`src/rtl/mips_ctrl_pkg.sv`:
```
// Shared bundle layouts, bit positions and encodings for the MIPS pipeline controller.
package mips_ctrl_pkg;

  localparam int WB_W = 2;
  localparam int M_W  = 3;
  localparam int EX_W = 4;

  localparam int REGWRITE = 0;
  localparam int MEMTOREG = 1;

  localparam int BRANCH   = 0;
  localparam int MEMREAD  = 1;
  localparam int MEMWRITE = 2;

  localparam int REGDST   = 0;
  localparam int ALUOP_LO = 1;
  localparam int ALUOP_HI = 2;
  localparam int ALUSRC   = 3;

  typedef enum logic [1:0] {
    FWD_NONE = 2'b00,
    FWD_WB   = 2'b01,
    FWD_MEM  = 2'b10
  } fwd_sel_e;

  // Per-cycle sequencing decision taken from the hazard checks.
  typedef enum logic [1:0] {
    MODE_ISSUE = 2'b00,
    MODE_STALL = 2'b01,
    MODE_FLUSH = 2'b10
  } ctrl_mode_e;

endpackage

```
`src/rtl/pipeline_fwd_unit.sv`:
```
// ALU operand forwarding select generation; MEM-stage producer beats WB-stage producer.
module pipeline_fwd_unit
  import mips_ctrl_pkg::*;
#(
  parameter int RA_W = 5
) (
  input  logic            i_mem_regwrite,
  input  logic [RA_W-1:0] i_mem_dst,
  input  logic            i_wb_regwrite,
  input  logic [RA_W-1:0] i_wb_dst,
  input  logic [RA_W-1:0] i_ex_rs,
  input  logic [RA_W-1:0] i_ex_rt,
  output logic [1:0]      o_fwd_a,
  output logic [1:0]      o_fwd_b
);

  logic w_mem_src;
  logic w_wb_src;

  always_comb begin
    w_mem_src = i_mem_regwrite & (i_mem_dst != '0);
    w_wb_src  = i_wb_regwrite  & (i_wb_dst  != '0);
  end

  function automatic fwd_sel_e pick(input logic [RA_W-1:0] src);
    if (w_mem_src && (i_mem_dst == src)) return FWD_MEM;
    if (w_wb_src  && (i_wb_dst  == src)) return FWD_WB;
    return FWD_NONE;
  endfunction

  always_comb begin
    o_fwd_a = pick(i_ex_rs);
    o_fwd_b = pick(i_ex_rt);
  end

endmodule

```
`src/rtl/pipeline_ctrl.sv`:
```
// Pipeline control registers, load-use stall, MEM-resolved branch flush and debug counters.
module pipeline_ctrl
  import mips_ctrl_pkg::*;
#(
  parameter int CNT_W = 16,
  parameter int RA_W  = 5
) (
  input  logic             clk,
  input  logic             rst_n,
  input  logic [WB_W-1:0]  id_wb,
  input  logic [M_W-1:0]   id_m,
  input  logic [EX_W-1:0]  id_ex,
  input  logic [RA_W-1:0]  id_rs,
  input  logic [RA_W-1:0]  id_rt,
  input  logic [RA_W-1:0]  id_rd,
  input  logic             mem_zero,
  output logic             pc_write,
  output logic             ifid_write,
  output logic             ifid_flush,
  output logic             pc_src,
  output logic [WB_W-1:0]  ex_wb,
  output logic [M_W-1:0]   ex_m,
  output logic [EX_W-1:0]  ex_ex,
  output logic [RA_W-1:0]  ex_rs,
  output logic [RA_W-1:0]  ex_rt,
  output logic [WB_W-1:0]  mem_wb,
  output logic [M_W-1:0]   mem_m,
  output logic [WB_W-1:0]  wb_wb,
  output logic [RA_W-1:0]  mem_dst,
  output logic [RA_W-1:0]  wb_dst,
  output logic [1:0]       fwd_a,
  output logic [1:0]       fwd_b,
  output logic [CNT_W-1:0] stall_cnt,
  output logic [CNT_W-1:0] flush_cnt
);

  logic [WB_W-1:0]  r_ex_wb;
  logic [M_W-1:0]   r_ex_m;
  logic [EX_W-1:0]  r_ex_ex;
  logic [RA_W-1:0]  r_ex_rs;
  logic [RA_W-1:0]  r_ex_rt;
  logic [RA_W-1:0]  r_ex_rd;
  logic [WB_W-1:0]  r_mem_wb;
  logic [M_W-1:0]   r_mem_m;
  logic [RA_W-1:0]  r_mem_dst;
  logic [WB_W-1:0]  r_wb_wb;
  logic [RA_W-1:0]  r_wb_dst;
  logic [CNT_W-1:0] r_stall_cnt;
  logic [CNT_W-1:0] r_flush_cnt;

  logic [WB_W-1:0]  w_id_wb;
  logic [EX_W-1:0]  w_id_ex;
  logic [RA_W-1:0]  w_ex_dst;
  logic             w_branch_taken;
  logic             w_load_use;
  ctrl_mode_e       w_mode;

  // Unknown RegDst/MemtoReg from a partially decoded slot is captured as 0.
  always_comb begin
    w_id_wb           = id_wb;
    w_id_wb[MEMTOREG] = (id_wb[MEMTOREG] === 1'b1);
    w_id_ex           = id_ex;
    w_id_ex[REGDST]   = (id_ex[REGDST] === 1'b1);
  end

  always_comb begin
    w_ex_dst       = r_ex_ex[REGDST] ? r_ex_rd : r_ex_rt;
    w_branch_taken = r_mem_m[BRANCH] & mem_zero;
    w_load_use     = r_ex_m[MEMREAD] & (r_ex_rt != '0) &
                     ((r_ex_rt == id_rs) | (r_ex_rt == id_rt));
  end

  // Branch resolution wins over the stall: the stalled consumer is squashed anyway.
  always_comb begin
    w_mode = MODE_ISSUE;
    if (w_branch_taken)  w_mode = MODE_FLUSH;
    else if (w_load_use) w_mode = MODE_STALL;
  end

  always_comb begin
    pc_write   = (w_mode != MODE_STALL);
    ifid_write = (w_mode != MODE_STALL);
    ifid_flush = (w_mode == MODE_FLUSH);
    pc_src     = w_branch_taken;
  end

  always_ff @(posedge clk or negedge rst_n) begin
    if (!rst_n) begin
      r_ex_wb <= '0;
      r_ex_m  <= '0;
      r_ex_ex <= '0;
      r_ex_rs <= '0;
      r_ex_rt <= '0;
      r_ex_rd <= '0;
    end else begin
      unique case (w_mode)
        MODE_STALL: begin
          r_ex_wb <= '0;
          r_ex_m  <= '0;
          r_ex_ex <= '0;
        end
        MODE_FLUSH: begin
          r_ex_wb <= '0;
          r_ex_m  <= '0;
          r_ex_ex <= '0;
          r_ex_rs <= id_rs;
          r_ex_rt <= id_rt;
          r_ex_rd <= id_rd;
        end
        default: begin
          r_ex_wb <= w_id_wb;
          r_ex_m  <= id_m;
          r_ex_ex <= w_id_ex;
          r_ex_rs <= id_rs;
          r_ex_rt <= id_rt;
          r_ex_rd <= id_rd;
        end
      endcase
    end
  end

  always_ff @(posedge clk or negedge rst_n) begin
    if (!rst_n) begin
      r_mem_wb  <= '0;
      r_mem_m   <= '0;
      r_mem_dst <= '0;
    end else begin
      r_mem_dst <= w_ex_dst;
      if (w_mode == MODE_FLUSH) begin
        r_mem_wb <= '0;
        r_mem_m  <= '0;
      end else begin
        r_mem_wb <= r_ex_wb;
        r_mem_m  <= r_ex_m;
      end
    end
  end

  always_ff @(posedge clk or negedge rst_n) begin
    if (!rst_n) begin
      r_wb_wb  <= '0;
      r_wb_dst <= '0;
    end else begin
      r_wb_wb  <= r_mem_wb;
      r_wb_dst <= r_mem_dst;
    end
  end

  always_ff @(posedge clk or negedge rst_n) begin
    if (!rst_n) begin
      r_stall_cnt <= '0;
      r_flush_cnt <= '0;
    end else begin
      if ((w_mode == MODE_STALL) && (r_stall_cnt != '1))
        r_stall_cnt <= r_stall_cnt + CNT_W'(1);
      if ((w_mode == MODE_FLUSH) && (r_flush_cnt != '1))
        r_flush_cnt <= r_flush_cnt + CNT_W'(1);
    end
  end

  pipeline_fwd_unit #(
    .RA_W (RA_W)
  ) u_fwd (
    .i_mem_regwrite (r_mem_wb[REGWRITE]),
    .i_mem_dst      (r_mem_dst),
    .i_wb_regwrite  (r_wb_wb[REGWRITE]),
    .i_wb_dst       (r_wb_dst),
    .i_ex_rs        (r_ex_rs),
    .i_ex_rt        (r_ex_rt),
    .o_fwd_a        (fwd_a),
    .o_fwd_b        (fwd_b)
  );

  always_comb begin
    ex_wb     = r_ex_wb;
    ex_m      = r_ex_m;
    ex_ex     = r_ex_ex;
    ex_rs     = r_ex_rs;
    ex_rt     = r_ex_rt;
    mem_wb    = r_mem_wb;
    mem_m     = r_mem_m;
    mem_dst   = r_mem_dst;
    wb_wb     = r_wb_wb;
    wb_dst    = r_wb_dst;
    stall_cnt = r_stall_cnt;
    flush_cnt = r_flush_cnt;
  end

endmodule
```
`config.mk`:
```
export PLATFORM = sky130hd
export DESIGN_NAME = pipeline_ctrl
export DESIGN_NICKNAME = d
export VERILOG_FILES = /design/src/rtl/mips_ctrl_pkg.sv /design/src/rtl/pipeline_fwd_unit.sv /design/src/rtl/pipeline_ctrl.sv
export SDC_FILE = /design/constraint.sdc
export NUM_CORES = 1
export LEC_CHECK = 0
export BUFFER_PORTS_ARGS = -buffer_cell sky130_fd_sc_hd__buf_4
export CORE_MARGIN = 2
export CORE_UTILIZATION = 40
export CTS_CLUSTER_DIAMETER = 50
export DETAILED_ROUTE_END_ITERATION = 10
export SYNTH_ARGS = -nofsm -noshare
export SYNTH_HDL_FRONTEND = slang
export SYNTH_SLANG_ARGS = --single-unit
```
`constraint.sdc`:
```
create_clock -name clk -period 2.2 [get_ports clk]
set_input_delay 0.44 -clock clk [delete_from_list [all_inputs] [get_ports clk]]
set_output_delay 0.44 -clock clk [all_outputs]
set_load 0.005 [all_outputs]
```
==> reports/metrics.yaml <==
run_status:
  status: "complete, but fails checks"
  violations: "setup timing"
cells_and_area:
  diodes: 0
  layout_common_cells: "buf_4 (127), dfrtp_1 (66), xnor2_1 (30)"
  syn_to_final_growth_pct: 38.76
  final_common_cell: "buf_4"
  drive_gt1_frac: 0.4657
  nNetsFinal: 434
synth:
  syn-cell-area_sq_mm: 0.003379
  synth_warnings: 0
  postSynthCellCount: 273
  synth_area_per_cell_sq_um: 12.38
  ys_types: 32
  yosysSeqAreaShare: 0.5405
  ys_seq_elements: 73
  syn_nets: 302
floorplanning:
  pin_count: 103
  initial_utilization: 0.4113
  die_w_um: 95.92
  rows: 33
  fp.coreArea_sq_mm: 0.008217
  die-area_sq_mm: 0.009200
  die_y_um: 95.92
global_routing:
  grt_start_max_net_pins: 39
  grt_pass1_wl_mm: 12.13
  antenna_found_initial: 0
  grt_pass1_vias: 2484
  grt_use_total: 0.1739
  grt-ovfl-total: 0
timing:
  rsz0062_at_grt: "true"
  timing.final.ws_setup_ns: -0.1611
  final-setup-viol-count: 5
  maxSlewHeadroom: 0.6692
  hold_viol_final: 0
  fin_crit_ns: 2.361
  tightest_slew_ns: 0.4962
  fmax_ghz: 0.4235
  fin_setup_tns_ns: -0.3203
  skew_ns: 0.003405
  slew_viol_final: 0
  fin_crit_sh: 1.073
power:
  p_leak_nw: 2.194
  p_total_mw: 3.166
  power.density_mw_per_mm2: 675.1
  ir_worst_vdd_v: 0.0003998
worst_setup_path:
  cp_max_fo: 3
  path_cells: "or4_1 -> o21ai_2 -> or4_1 -> nor4_2 -> buf_4"
  slowest_delay_ns: 0.53
  cp_slowest_cell: "or4_1"
  cp.arrival_ns: 1.92
  end_kind: "primary output"
  worstPathRequired_ns: 1.76
  crit_type: "flop to primary output"
  start_kind: "flop"
  rrSetupSlack_ns: 0.14
  crit_top_cell: "or4_1"
cts:
  h-tree-depth: 3
  clk_latency_ns: 0.33
  cts-root-buf: "clkbuf_8"
  tritoncts: "yes"
  ctsLongestPathBuffers: 2
  cts_sinks: 73
  numCtsBuffers: 9
  cts.clk_slew.worst_paths_ns: 0.07
drt:
  num_vias: 2505
  drt_iter0_markers: 61
  viasPerCell: 4.883
  routedWlPerCell_um: 14.72
  final_antenna_net_count: 0
  drc: 0
  firstDrtPassIters: 4
  drt_wl_total_mm: 7.552
placed_design:
  place_ws_ns: 0.02448
  io_buffers: 102
  hpwlAfterDp_mm: 5.435
  gp_congestion: 0.8186
flow_run:
  cap_violations: 0
min_path:
  hp-class: "primary input to async pin"
## flip-flops by register name, indices dropped and copies added, names as in the netlist
register,cells
ex_ex,4
ex_m,3
ex_rs,5
ex_rt,5
ex_wb,2
flush_cnt,16
mem_dst,5
mem_m,3
mem_wb,2
r_ex_rd,5
stall_cnt,16
wb_dst,5
wb_wb,2
## kinds of logic after synthesis
kind of cell	Yosys count	share of synthesized area
buffers and inverters	15	0.03036
flip-flops	73	0.5405
AND/OR/NAND/NOR	96	0.1685
multiplexers	22	0.08663
adder cells (fa/ha/maj)	2	0.007403
AO/OA/AOI/OAI	6	0.01370
XOR/XNOR	59	0.1529
## cells in the mapped netlist
| master | n | area share |
|---|---|---|
| dfrtp_1 | 73 | 0.54 |
| xnor2_1 | 32 | 0.083 |
| xor2_1 | 27 | 0.070 |
| and2_1 | 15 | 0.028 |
| nand4_1 | 15 | 0.028 |
| nand3_1 | 13 | 0.019 |
| mux2_4 | 12 | 0.053 |
| nand2_1 | 12 | 0.013 |
| mux2_2 | 10 | 0.033 |
| nor2_1 | 9 | 0.010 |
| and3_1 | 7 | 0.013 |
| buf_4 | 5 | 0.011 |
| nor3_1 | 5 | 0.0074 |
| buf_2 | 4 | 0.0059 |
| nor4_1 | 4 | 0.0074 |
| or4_1 | 4 | 0.0089 |
| buf_6 | 3 | 0.010 |
| inv_1 | 3 | 0.0033 |
| nor2b_1 | 3 | 0.0056 |
| and4_1 | 2 | 0.0052 |
| ha_1 | 2 | 0.0074 |
| nor3_2 | 2 | 0.0059 |
| o21ai_0 | 2 | 0.0030 |
| a21oi_2 | 1 | 0.0026 |
| a22oi_2 | 1 | 0.0037 |
| a31oi_1 | 1 | 0.0019 |
| nand2_4 | 1 | 0.0033 |
| nand4bb_1 | 1 | 0.0033 |
| nor3_4 | 1 | 0.0048 |
| nor3b_1 | 1 | 0.0022 |
| o21ai_2 | 1 | 0.0026 |
| or4_4 | 1 | 0.0033 |
## power breakdown
group          internal (mW)  switching, mW
registers               1.47          0.149
logic                  0.396          0.247
clock network          0.461          0.443
## path summary, 6_finish.rpt
check                      depth (start not counted)           end       from
max                                                5      fwd_b[0]  wb_dst[4]
min                                                1      ex_wb[1]      rst_n
max reg2reg                                        8  stall_cnt[1]   ex_rt[4]
min reg2reg                                        0      wb_wb[1]  mem_wb[1]
max in group asynchronous                          2      ex_rt[4]      rst_n
min in group clk                                   2      ex_ex[2]   id_ex[2]
## metrics by stage
| stage | util | std cells | cell area [sq um] | hold WS (ns) |
|---|---|---|---|---|
| 2_1_floorplan | - | 273 | 3379 | 0.1444 |
| 3_3_place_gp | 0.5237 | 482 | 4303 | 0.3616 |
| 3_5_place_dp | 0.5237 | 482 | 4303 | 0.3658 |
| 4_1_cts | 0.5614 | 509 | 4613 | 0.07462 |
| 5_1_grt | 0.5707 | 513 | 4690 | 0.09477 |
| 6_report | 0.5707 | 513 | 4690 | 0.06877 |
## cell type report
class	instances	area, sq um
fill	700	3527
sequential	73	1836
multi-input combinational	185	1519
timing repair buffer	133	1030
clock buffer	14	162.7
tap	105	131.4
inverter	3	11.26
## metal layers
metal / vias to the layer above / routed length [um] / GRT usage / part of all wire
met2: 84 / 3503 / 0.2663 / 0.46
met1: 1211 / 3503 / 0.2371 / 0.46
li1: 1199 / - / - / -
met3: 11 / 440 / 0.04933 / 0.058
met5: - / 0 / 0 / 0
met4: 0 / 104 / 0.06071 / 0.014
## worst max-delay path, delay by kind of cell, from the launching register on
kind / cells / cell delay, ns
simple gates: 3 / 0.96
flops: 1 / 0.40
buf+inv: 1 / 0.15
compound gates: 1 / 0.06
## timing repair
action,4_1_cts,5_1_grt
gates resized for setup,18,8
hold buffers,0,0
pin swaps,4,4
endpoints found under the setup margin,6,6
buffers inserted,13,4
Note: power is estimated with default switching activity, not from simulation.
